<file path="config.mk">
export PLATFORM = sky130hd
export DESIGN_NAME = instruction_fetch_unit
export DESIGN_NICKNAME = d
export VERILOG_FILES = /design/src/rtl/instruction_fetch_unit_pkg.sv /design/src/rtl/instruction_fetch_unit_fetch_queue.sv /design/src/rtl/instruction_fetch_unit.sv
export SDC_FILE = /design/constraint.sdc
export NUM_CORES = 1
export LEC_CHECK = 0
export CAP_MARGIN = 5
export CORE_UTILIZATION = 48
export DETAILED_ROUTE_END_ITERATION = 10
export GPL_ROUTABILITY_DRIVEN = 1
export PLACE_DENSITY_LB_ADDON = 0.05
export SKIP_LAST_GASP = 1
export SLEW_MARGIN = 20
export SYNTH_ARGS = -nofsm -noshare
export SYNTH_HDL_FRONTEND = slang
export SYNTH_HIERARCHICAL = 1
export SYNTH_SLANG_ARGS = --single-unit
</file>
<file path="constraint.sdc">
create_clock -name clock -period 6.5 [get_ports clock]
set_input_delay 0.975 -clock clock [delete_from_list [all_inputs] [get_ports clock]]
set_output_delay 0.975 -clock clock [all_outputs]
set_load 0.005 [all_outputs]
</file>
<file path="src/rtl/instruction_fetch_unit_pkg.sv">
// Shared types for the instruction fetch unit: FSM states and queued {pc, inst} entries.
// The TRAP state exists only when FETCH_MISALIGN_TRAP_EN is defined.
package instruction_fetch_unit_pkg;

  localparam int DataSize = 64;

  typedef logic [31:0] instruction_t;

  typedef enum logic [1:0] {
    REQ        = 2'd0,
    WAIT_SPACE = 2'd1,
`ifdef FETCH_MISALIGN_TRAP_EN
    DISCARD    = 2'd2,
    TRAP       = 2'd3
`else
    DISCARD    = 2'd2
`endif
  } fetch_state_t;

  typedef struct packed {
    logic [DataSize-1:0] pc;
    instruction_t        inst;
  } fetch_entry_t;

endpackage

</file>
<file path="src/rtl/instruction_fetch_unit_fetch_queue.sv">
// Small synchronous FIFO of fetched {pc, inst} entries with a synchronous clear.
// Depth must be a power of two so the pointers wrap naturally.
import instruction_fetch_unit_pkg::*;

module fetch_queue #(
  parameter int Depth = 2
) (
  input  logic                   clock,
  input  logic                   reset,
  input  logic                   push,
  input  logic                   pop,
  input  logic                   clear,
  input  fetch_entry_t           push_data,
  output logic                   full,
  output logic                   empty,
  output logic [$clog2(Depth):0] count,
  output fetch_entry_t           head
);

  localparam int PtrW = $clog2(Depth);
  localparam int CntW = PtrW + 1;

  fetch_entry_t    r_mem [Depth];
  logic [PtrW-1:0] r_rd_ptr;
  logic [PtrW-1:0] r_wr_ptr;
  logic [CntW-1:0] r_count;
  logic            w_do_pop;
  logic            w_do_push;

  assign empty     = (r_count == CntW'(0));
  assign full      = (r_count == CntW'(Depth));
  assign count     = r_count;
  assign head      = r_mem[r_rd_ptr];
  assign w_do_pop  = pop && !empty;
  // A push into a full queue is legal only when the head leaves in the same cycle.
  assign w_do_push = push && (!full || w_do_pop);

  always_ff @(posedge clock or posedge reset) begin
    if (reset) begin
      for (int i = 0; i < Depth; i++) begin
        r_mem[i] <= '0;
      end
      r_rd_ptr <= '0;
      r_wr_ptr <= '0;
      r_count  <= '0;
    end else if (clear) begin
      r_rd_ptr <= '0;
      r_wr_ptr <= '0;
      r_count  <= '0;
    end else begin
      if (w_do_push) begin
        r_mem[r_wr_ptr] <= push_data;
        r_wr_ptr        <= r_wr_ptr + PtrW'(1);
      end
      if (w_do_pop) begin
        r_rd_ptr <= r_rd_ptr + PtrW'(1);
      end
      r_count <= r_count + CntW'(w_do_push) - CntW'(w_do_pop);
    end
  end

endmodule

</file>
<file path="src/rtl/instruction_fetch_unit.sv">
// Fetch front end: PC generation, single-outstanding memory reads, {pc, inst} queue toward decode.
// Define FETCH_MISALIGN_TRAP_EN to trap on misaligned redirect targets instead of masking them.
import instruction_fetch_unit_pkg::*;

module instruction_fetch_unit #(
  parameter int                  DataSize   = 64,
  parameter logic [DataSize-1:0] ResetPc    = '0,
  parameter int                  QueueDepth = 2
) (
  input  logic                clock,
  input  logic                reset,
  output logic                mem_rd_en,
  output logic [DataSize-1:0] mem_addr,
  input  logic                mem_ack,
  input  logic [31:0]         mem_rd_dat,
  input  logic                flush,
  input  logic [DataSize-1:0] new_pc,
  input  logic                id_ready,
  output logic                if_valid,
  output logic [DataSize-1:0] if_pc,
  output instruction_t        if_inst,
  output logic                fetch_misaligned,
  output logic [DataSize-1:0] fetch_badaddr
);

  localparam int CntW = $clog2(QueueDepth) + 1;

  fetch_state_t        r_state;
  logic [DataSize-1:0] r_fetch_pc;
  logic [DataSize-1:0] r_mem_addr;
  logic                r_mem_rd_en;
  logic [DataSize-1:0] w_target;
  logic                w_ack;
  logic                w_pop;
  logic                w_push;
  logic                w_room;
  logic                w_full;
  logic                w_empty;
  logic [CntW-1:0]     w_count;
  fetch_entry_t        w_push_entry;
  fetch_entry_t        w_head;

`ifdef FETCH_MISALIGN_TRAP_EN
  logic                r_misaligned;
  logic [DataSize-1:0] r_badaddr;
  logic                w_misaligned;

  assign w_target         = new_pc;
  assign w_misaligned     = |new_pc[1:0];
  assign fetch_misaligned = r_misaligned;
  assign fetch_badaddr    = r_badaddr;
`else
  assign w_target         = new_pc & ~DataSize'(3);
  assign fetch_misaligned = 1'b0;
  assign fetch_badaddr    = '0;
`endif

  // A flush squashes any same-cycle ack or pop.
  assign w_ack        = r_mem_rd_en && mem_ack;
  assign w_pop        = !w_empty && id_ready && !flush;
  assign w_push       = (r_state == REQ) && w_ack && !flush && (!w_full || w_pop);
  assign w_room       = w_pop || (w_count < CntW'(QueueDepth - 1));
  assign w_push_entry = '{pc: r_fetch_pc, inst: mem_rd_dat};

  fetch_queue #(
    .Depth(QueueDepth)
  ) u_queue (
    .clock    (clock),
    .reset    (reset),
    .push     (w_push),
    .pop      (w_pop),
    .clear    (flush),
    .push_data(w_push_entry),
    .full     (w_full),
    .empty    (w_empty),
    .count    (w_count),
    .head     (w_head)
  );

  assign if_valid  = !w_empty;
  assign if_pc     = w_head.pc;
  assign if_inst   = w_head.inst;
  assign mem_rd_en = r_mem_rd_en;
  assign mem_addr  = r_mem_addr;

  always_ff @(posedge clock or posedge reset) begin
    if (reset) begin
      r_state     <= REQ;
      r_fetch_pc  <= ResetPc;
      r_mem_rd_en <= 1'b0;
      r_mem_addr  <= ResetPc;
`ifdef FETCH_MISALIGN_TRAP_EN
      r_misaligned <= 1'b0;
      r_badaddr    <= '0;
`endif
    end else if (flush) begin
      r_fetch_pc <= w_target;
`ifdef FETCH_MISALIGN_TRAP_EN
      r_misaligned <= w_misaligned;
      r_badaddr    <= w_misaligned ? new_pc : '0;
`endif
      // An unanswered request must drain before the bus can carry the new target.
      if (r_mem_rd_en && !mem_ack) begin
        r_state <= DISCARD;
      end else begin
        r_state     <= REQ;
        r_mem_rd_en <= 1'b1;
        r_mem_addr  <= w_target;
`ifdef FETCH_MISALIGN_TRAP_EN
        if (w_misaligned) begin
          r_state     <= TRAP;
          r_mem_rd_en <= 1'b0;
        end
`endif
      end
    end else begin
      case (r_state)
        REQ: begin
          if (!r_mem_rd_en) begin
            r_mem_rd_en <= 1'b1;
            r_mem_addr  <= r_fetch_pc;
          end else if (mem_ack) begin
            r_fetch_pc <= r_fetch_pc + DataSize'(4);
            r_mem_addr <= r_fetch_pc + DataSize'(4);
            if (!w_room) begin
              r_state     <= WAIT_SPACE;
              r_mem_rd_en <= 1'b0;
            end
          end
        end
        WAIT_SPACE: begin
          if (w_pop) begin
            r_state     <= REQ;
            r_mem_rd_en <= 1'b1;
            r_mem_addr  <= r_fetch_pc;
          end
        end
        DISCARD: begin
          if (mem_ack) begin
            r_state     <= REQ;
            r_mem_rd_en <= 1'b1;
            r_mem_addr  <= r_fetch_pc;
`ifdef FETCH_MISALIGN_TRAP_EN
            if (r_misaligned) begin
              r_state     <= TRAP;
              r_mem_rd_en <= 1'b0;
            end
`endif
          end
        end
`ifdef FETCH_MISALIGN_TRAP_EN
        TRAP: begin
          r_mem_rd_en <= 1'b0;
        end
`endif
        default: begin
          r_state     <= REQ;
          r_mem_rd_en <= 1'b0;
        end
      endcase
    end
  end

endmodule

</file>
# Word level (Yosys, flattened, before mapping)
# Index checks and enable logic that the tools add are counted.
dict set report totals {
  ff_bits 327
  in_bits 101
  output_inout_bits 227
  wordCells 100
}
dict set report op_classes {
  addsub 5
  order_cmp 4
  n_eq_ne 10
  muxes 37
  bitwise_logic 3
  reduce_logical 30
}
# op n
set ops {}
lappend ops {{64-bit two-way mux} 9}
lappend ops {{96-bit two-way mux} 4}
lappend ops {{192-bit bitwise mux} 1}
lappend ops {{64-bit case mux with 3 select lines} 1}
lappend ops {{96-bit demux with 1-bit select} 1}
lappend ops {{64-bit by 3-bit adder with 64-bit output (second input constant)} 1}
lappend ops {{2-bit two-way mux} 8}
lappend ops {{3-bit inequality test (second input constant)} 4}
lappend ops {{1-bit two-way mux} 11}
lappend ops {{1-bit logical AND} 10}
lappend ops {{5-bit AND reduction} 2}
lappend ops {{2-bit nonzero test} 5}
lappend ops {{2-bit case mux with 3 select lines} 1}
lappend ops {{3-bit AND reduction} 2}
lappend ops {{2-bit equality test (second input constant)} 2}
lappend ops {{2-bit >= comparator (second input constant)} 2}
lappend ops {{1-bit logical NOT} 4}
lappend ops {{2-bit logical NOT} 2}
lappend ops {{2-bit by 1-bit less-than comparator with 1-bit output (second input constant)} 2}
lappend ops {{4-bit inequality test (second input constant)} 1}
lappend ops {{1-bit NOT with 2-bit output} 2}
lappend ops {{4-bit nonzero test} 1}
lappend ops {{1-bit logical OR} 3}
lappend ops {{3-bit by 2-bit inequality test with 1-bit output (second input constant)} 1}
lappend ops {{8 further kinds} 9}

# Logic depth before layout (Yosys ltp)
dict set report depth {
  depth_word 10
  ltp_mapped 11
  depth_no_buf 10
}

# Cells and area by module
# The synthesis kept the hierarchy.
# mod n_inst cells_per_inst area_each_um2 seq_area_each_um2
set by_module_without_submodules {}
lappend by_module_without_submodules {fetch_queue 1 537 8623.3 4904.7}
lappend by_module_without_submodules {instruction_fetch_unit 1 983 8460.6 3203.1}

# Worst setup path before layout
# No wires, ideal clock.
dict set report synth_timing {
  path_type {input to register}
  from {in flush}
  to {reg u_queue/r_mem[105] (netlist name)}
  arrival_time_ps 3096
  required_ps 6375
  setup_slack_ps 3279
  cell_stages 9
  n_path_buf 6
  cell_sequence {clkbuf_1 buf_1 buf_1 buf_1 a211oi_1 nand3_1 buf_2 buf_4 mux2_2}
}
dict set report synth_between {
  elab_chain_cells 6
}
# item line_no
set synth_rtl {}
lappend synth_rtl {{start, declared} instruction_fetch_unit.sv:16} ;# input logic flush,
lappend synth_rtl {{1-bit logical NOT (*)} {instruction_fetch_unit.sv:60, instruction_fetch_unit.sv:61}}
lappend synth_rtl {{1-bit logical AND} instruction_fetch_unit.sv:60} ;# assign w_pop = !w_empty && id_ready && !flush;
lappend synth_rtl {{1-bit logical OR} instruction_fetch_unit.sv:61} ;# assign w_push = (r_state == REQ) && w_ack && !flush && (!w_full || w_pop);
lappend synth_rtl {{1-bit logical AND (*)} instruction_fetch_unit.sv:61}
lappend synth_rtl {{net w_push} instruction_fetch_unit.sv:35} ;# logic w_push;
lappend synth_rtl {{1-bit logical AND (*)} instruction_fetch_unit_fetch_queue.sv:36} ;# assign w_do_push = push && (!full || w_do_pop);
lappend synth_rtl {{2-bit AND reduction (no source line) (*)} --}
lappend synth_rtl {{end signal, assigned by index} instruction_fetch_unit_fetch_queue.sv:52} ;# r_mem[r_wr_ptr] <= push_data;
lappend synth_rtl {{end, declared} instruction_fetch_unit_fetch_queue.sv:23} ;# fetch_entry_t r_mem [Depth];
# The timed path passes the listed nets; every way through them passes the cells marked *.
# A chain may end at the register's enable or synchronous reset.

# Worst setup path in the final report
dict set report layout_timing {
  from {reg u_queue.r_rd_ptr}
  to {out if_pc[43]}
}
dict set report layout_between {
  elab_chain_cells 4
}
# item line_no
set layout_rtl {}
lappend layout_rtl {{start, declared} instruction_fetch_unit_fetch_queue.sv:24} ;# logic [PtrW-1:0] r_rd_ptr;
lappend layout_rtl {{start signal, assigned} instruction_fetch_unit_fetch_queue.sv:56} ;# r_rd_ptr <= r_rd_ptr + PtrW'(1);
lappend layout_rtl {{1-bit NOT with 2-bit output (implied by the code)} instruction_fetch_unit_fetch_queue.sv:33} ;# assign head = r_mem[r_rd_ptr];
lappend layout_rtl {{96-bit two-way mux (implied by the code) (3 in series)} instruction_fetch_unit_fetch_queue.sv:33}
lappend layout_rtl {{end, declared} instruction_fetch_unit.sv:20} ;# output logic [DataSize-1:0] if_pc,
# No other way between the ends. The select of a mux whose other input is x is not followed.

==> impl_metrics.toml <==
[placement]
dp_hpwl_mm = 31.3
portBuffers = 260
post_dp_cell_area_um2 = 19700
gp_congestion = 0.887
pre_cts_slack_ns = 2.17

[synthesis]
synth_most_common_cell = "dfrtp_1"
yosys_warnings = 6
synthTopCellsByArea = "dfrtp_1 47%, mux2_2 18%, xnor2_1 4.5%, mux2_4 3.5%, buf_4 3.0%"
synth_top_area_cell = "dfrtp_1"
synth_cell_type_count = 59
synth_area_um2 = 17100
synthSimpleGateAreaFrac_pct = 12.0
synth_ff_type = "dfrtp_1"
synthXorXnorAreaFrac_pct = 6.20
async_flop_share_pct = 100
synth_top_cell_area_share_pct = 47.5
synth_mux_area_share_pct = 22.2
synth_cells = 1520
yosys-top-cells-count = "324 x dfrtp_1, 278 x mux2_2, 119 x nor2_1"
synth_top_family_by_area = "multiplexers"
synthAdderAreaFrac_pct = 0.513
synth_compound_area_share_pct = 5.76
ys_seq_area_share_pct = 47.5
syn_avg_cell_area_um2 = 11.2
synth_edf_count = 0
ys_ff_latch = 324

[global_route]
grt_pass1_vias = 12301
grt_max_degree = 88
gr-usage-met2_pct = 39.9
busiest_layer = "met2"
grt_overflow_total = 0
use_met1_pct = 36.2
antenna_found_initial = 2
track_usage_pct = 25.5
grt_pass1_wl_mm = 71.6
met3_usage_pct = 4.20

[pwr]
power_leakage_nw = 8.64
sw_frac_of_total_pct = 28.1
p_comb_share_pct = 32.1
pwr-share-seq_pct = 40.2
powerDensity_nw_per_um2 = 372
p_sw_mw = 2.19
cell_internal_pwr_mw = 5.62
peakVddDrop_uv = 234
clkPwrFrac_pct = 27.8

[sta]
layout_setup_ws_ns = 2.42
worst_pin_slew_ns = 1.10
setup_viol = 0
rsz0062_at_grt = "false"
timing.final.crit_share_pct = 62.7
fin_worst_skew_ns = 0.0263
fmax_mhz = 245
finalCriticalPeriod_ns = 4.08
finalHoldViolations = 0
drv_slew = 0
fin_setup_tns_ns = 0
max_slew_margin_pct = 26.5

[route]
wl_per_cell_um = 20.8
vias = 12368
drt-initial-drc-count = 660
totalWireLength_mm = 46.2
drtAntennaViolNets = 0
drc = 0
drt_pass1_iterations = 4
via_per_inst = 5.56

[worst_setup_path]
max_stage_delay_ns = 1.02
cp-start-kind = "flop"
r2r_cells = 7
rrSetupSlack_ns = 3.09
crit_family = "buffers and inverters"
path_cells = "buf_4, mux2_2, clkdlybuf4s50_1"
crit_slowest_cell = "dfrtp_4"
crit_required_ns = 5.52
path_max_fanout = 56
cp-end-kind = "primary output"
cp.arrival_ns = 3.10
r2r_end = "u_queue/r_mem[50]"
path_class = "reg -> out"
timing.rr.start = "r_state[1]"
path_buf_inv = 2

[die]
start_util_pct = 49.1
core_area_um2 = 34800
dieArea_um2 = 36300
rows = 68
die_h_um = 191
ios = 328
die_w_um = 191

[layout]
final_nets = 1847
post-route-util_pct = 60.3
stdcell_area_um2 = 21000
area_delta_synth_final_pct = 22.9
final_layout_size_suffix_gt1_share_pct = 24.1
fillers = 2933

[clock_network]
htreeDepth = 2
cts_max_path_buffers = 3
insertion_delay_ns = 0.54
cts_root_buf = "clkbuf_16"
cts_sinks = 324
cts_tree = "done"
post_cts_buffers = 0
cts_buffers = 37
hold_buffers = 0
cts_resized = 0
path_clk_slew_ns = 0.06

[hold_path]
hold_depth = 2
hold_class = "reg -> reg"
hold_end = "mem_addr[16]"
hold_start = "mem_addr[16]"

[outcome]
status = "completed"

[run]
cap_violations = 0
-- layer usage --
layer	vias to the layer above	wire length, µm
li1	5656	-
met4	2	1250
met5	-	8
met3	75	2580
met2	402	21300
met1	6233	21100
-- power by group through the flow --
stage	Clock [mW]	Sequential [mW]	Combinational, mW
3_5_place_dp	0	3.16	2.52
6_report	2.17	3.14	2.51
2_1_floorplan	0	3.01	1.36
4_1_cts	2.22	3.14	2.53
5_1_grt	2.29	3.23	2.71
3_3_place_gp	0	3.13	2.48
-- area by class of cell --
type | count | area, µm² | share of cell area, %
clock inverters | 13 | 150 | 0.715
multi-input cells | 1089 | 8250 | 39.3
inverters | 12 | 58.8 | 0.280
well taps | 455 | 569 | 2.71
repair buffers | 275 | 2720 | 13.0
clock buffers | 54 | 1120 | 5.35
flip-flops and latches | 324 | 8110 | 38.6
diodes | 1 | 2.50 | 0.0119
-- registers in the layout, indices dropped and copies added (netlist names) --
name              cells
r_fetch_pc           62
u_queue/count         2
mem_rd_en             1
u_queue/r_mem       192
u_queue/r_wr_ptr      1
mem_addr             63
u_queue/r_rd_ptr      1
r_state               2
-- cells by family (layout without fill, tap and decap cells) --
| group | count (synthesis) | count (layout) |
|---|---|---|
| buf+inv | 175 | 354 |
| other cells | 1 | 70 |
| simple gates | 408 | 408 |
| flops | 324 | 324 |
| fa+ha+maj | 7 | 7 |
| mux | 324 | 324 |
| xor+xnor | 121 | 121 |
| compound gates | 160 | 160 |
-- worst max path at each step --
stage | depth (start not counted) | startpoint | endpoint | slack (ns)
after detailed placement | 7 | flush | u_queue/r_mem[152] | 2.17
final | 3 | u_queue/r_rd_ptr | if_pc[43] | 2.42
after floorplan | 1 | reset | u_queue/count[0] | 0.18
after CTS | 3 | u_queue/r_rd_ptr | if_pc[62] | 2.38
after global routing | 3 | u_queue/r_rd_ptr | if_pc[52] | 2.30
after global placement | 7 | flush | u_queue/r_mem[152] | 2.20
-- metrics by stage --
step	total power [mW]	instances	hold WS, ns
global placement	5.61	2155	0.463
floorplan	4.37	1588	0.473
global route	8.24	2223	0.493
finish	7.81	2223	0.479
detailed placement	5.68	2155	0.470
CTS	7.89	2222	0.483
-- tightest hold or removal path, delay by kind of cell, from the launching register on --
family | cells | cell delay (ns)
simple gates | 1 | 0.04
flops | 1 | 0.34
compound gates | 1 | 0.06
-- cell usage in the layout, fill, tap and decap left out, types with 4 or more instances in the layout --
cell	count
dfrtp_1	323
mux2_2	278
clkdlybuf4s50_1	259
nor2_1	119
nand2_1	111
xnor2_1	88
o21ai_0	71
conb_1	69
nand4_1	46
mux2_4	40
clkbuf_16	39
nand3_1	36
xor2_1	33
nor3_1	24
a21oi_1	23
buf_4	14
o31ai_1	13
nor4_1	10
nand2b_1	10
inv_1	9
o221ai_1	9
clkbuf_8	9
clkinv_2	8
a22oi_1	8
ha_1	7
nor2b_1	6
and2_1	6
a21boi_0	6
or3_1	6
mux2i_1	6
a31oi_1	6
clkbuf_1	6
and3_1	5
o21a_1	5
nor4_2	4
or2_2	4
o22ai_1	4
a221oi_1	4
(Power assumes the default switching activity.)
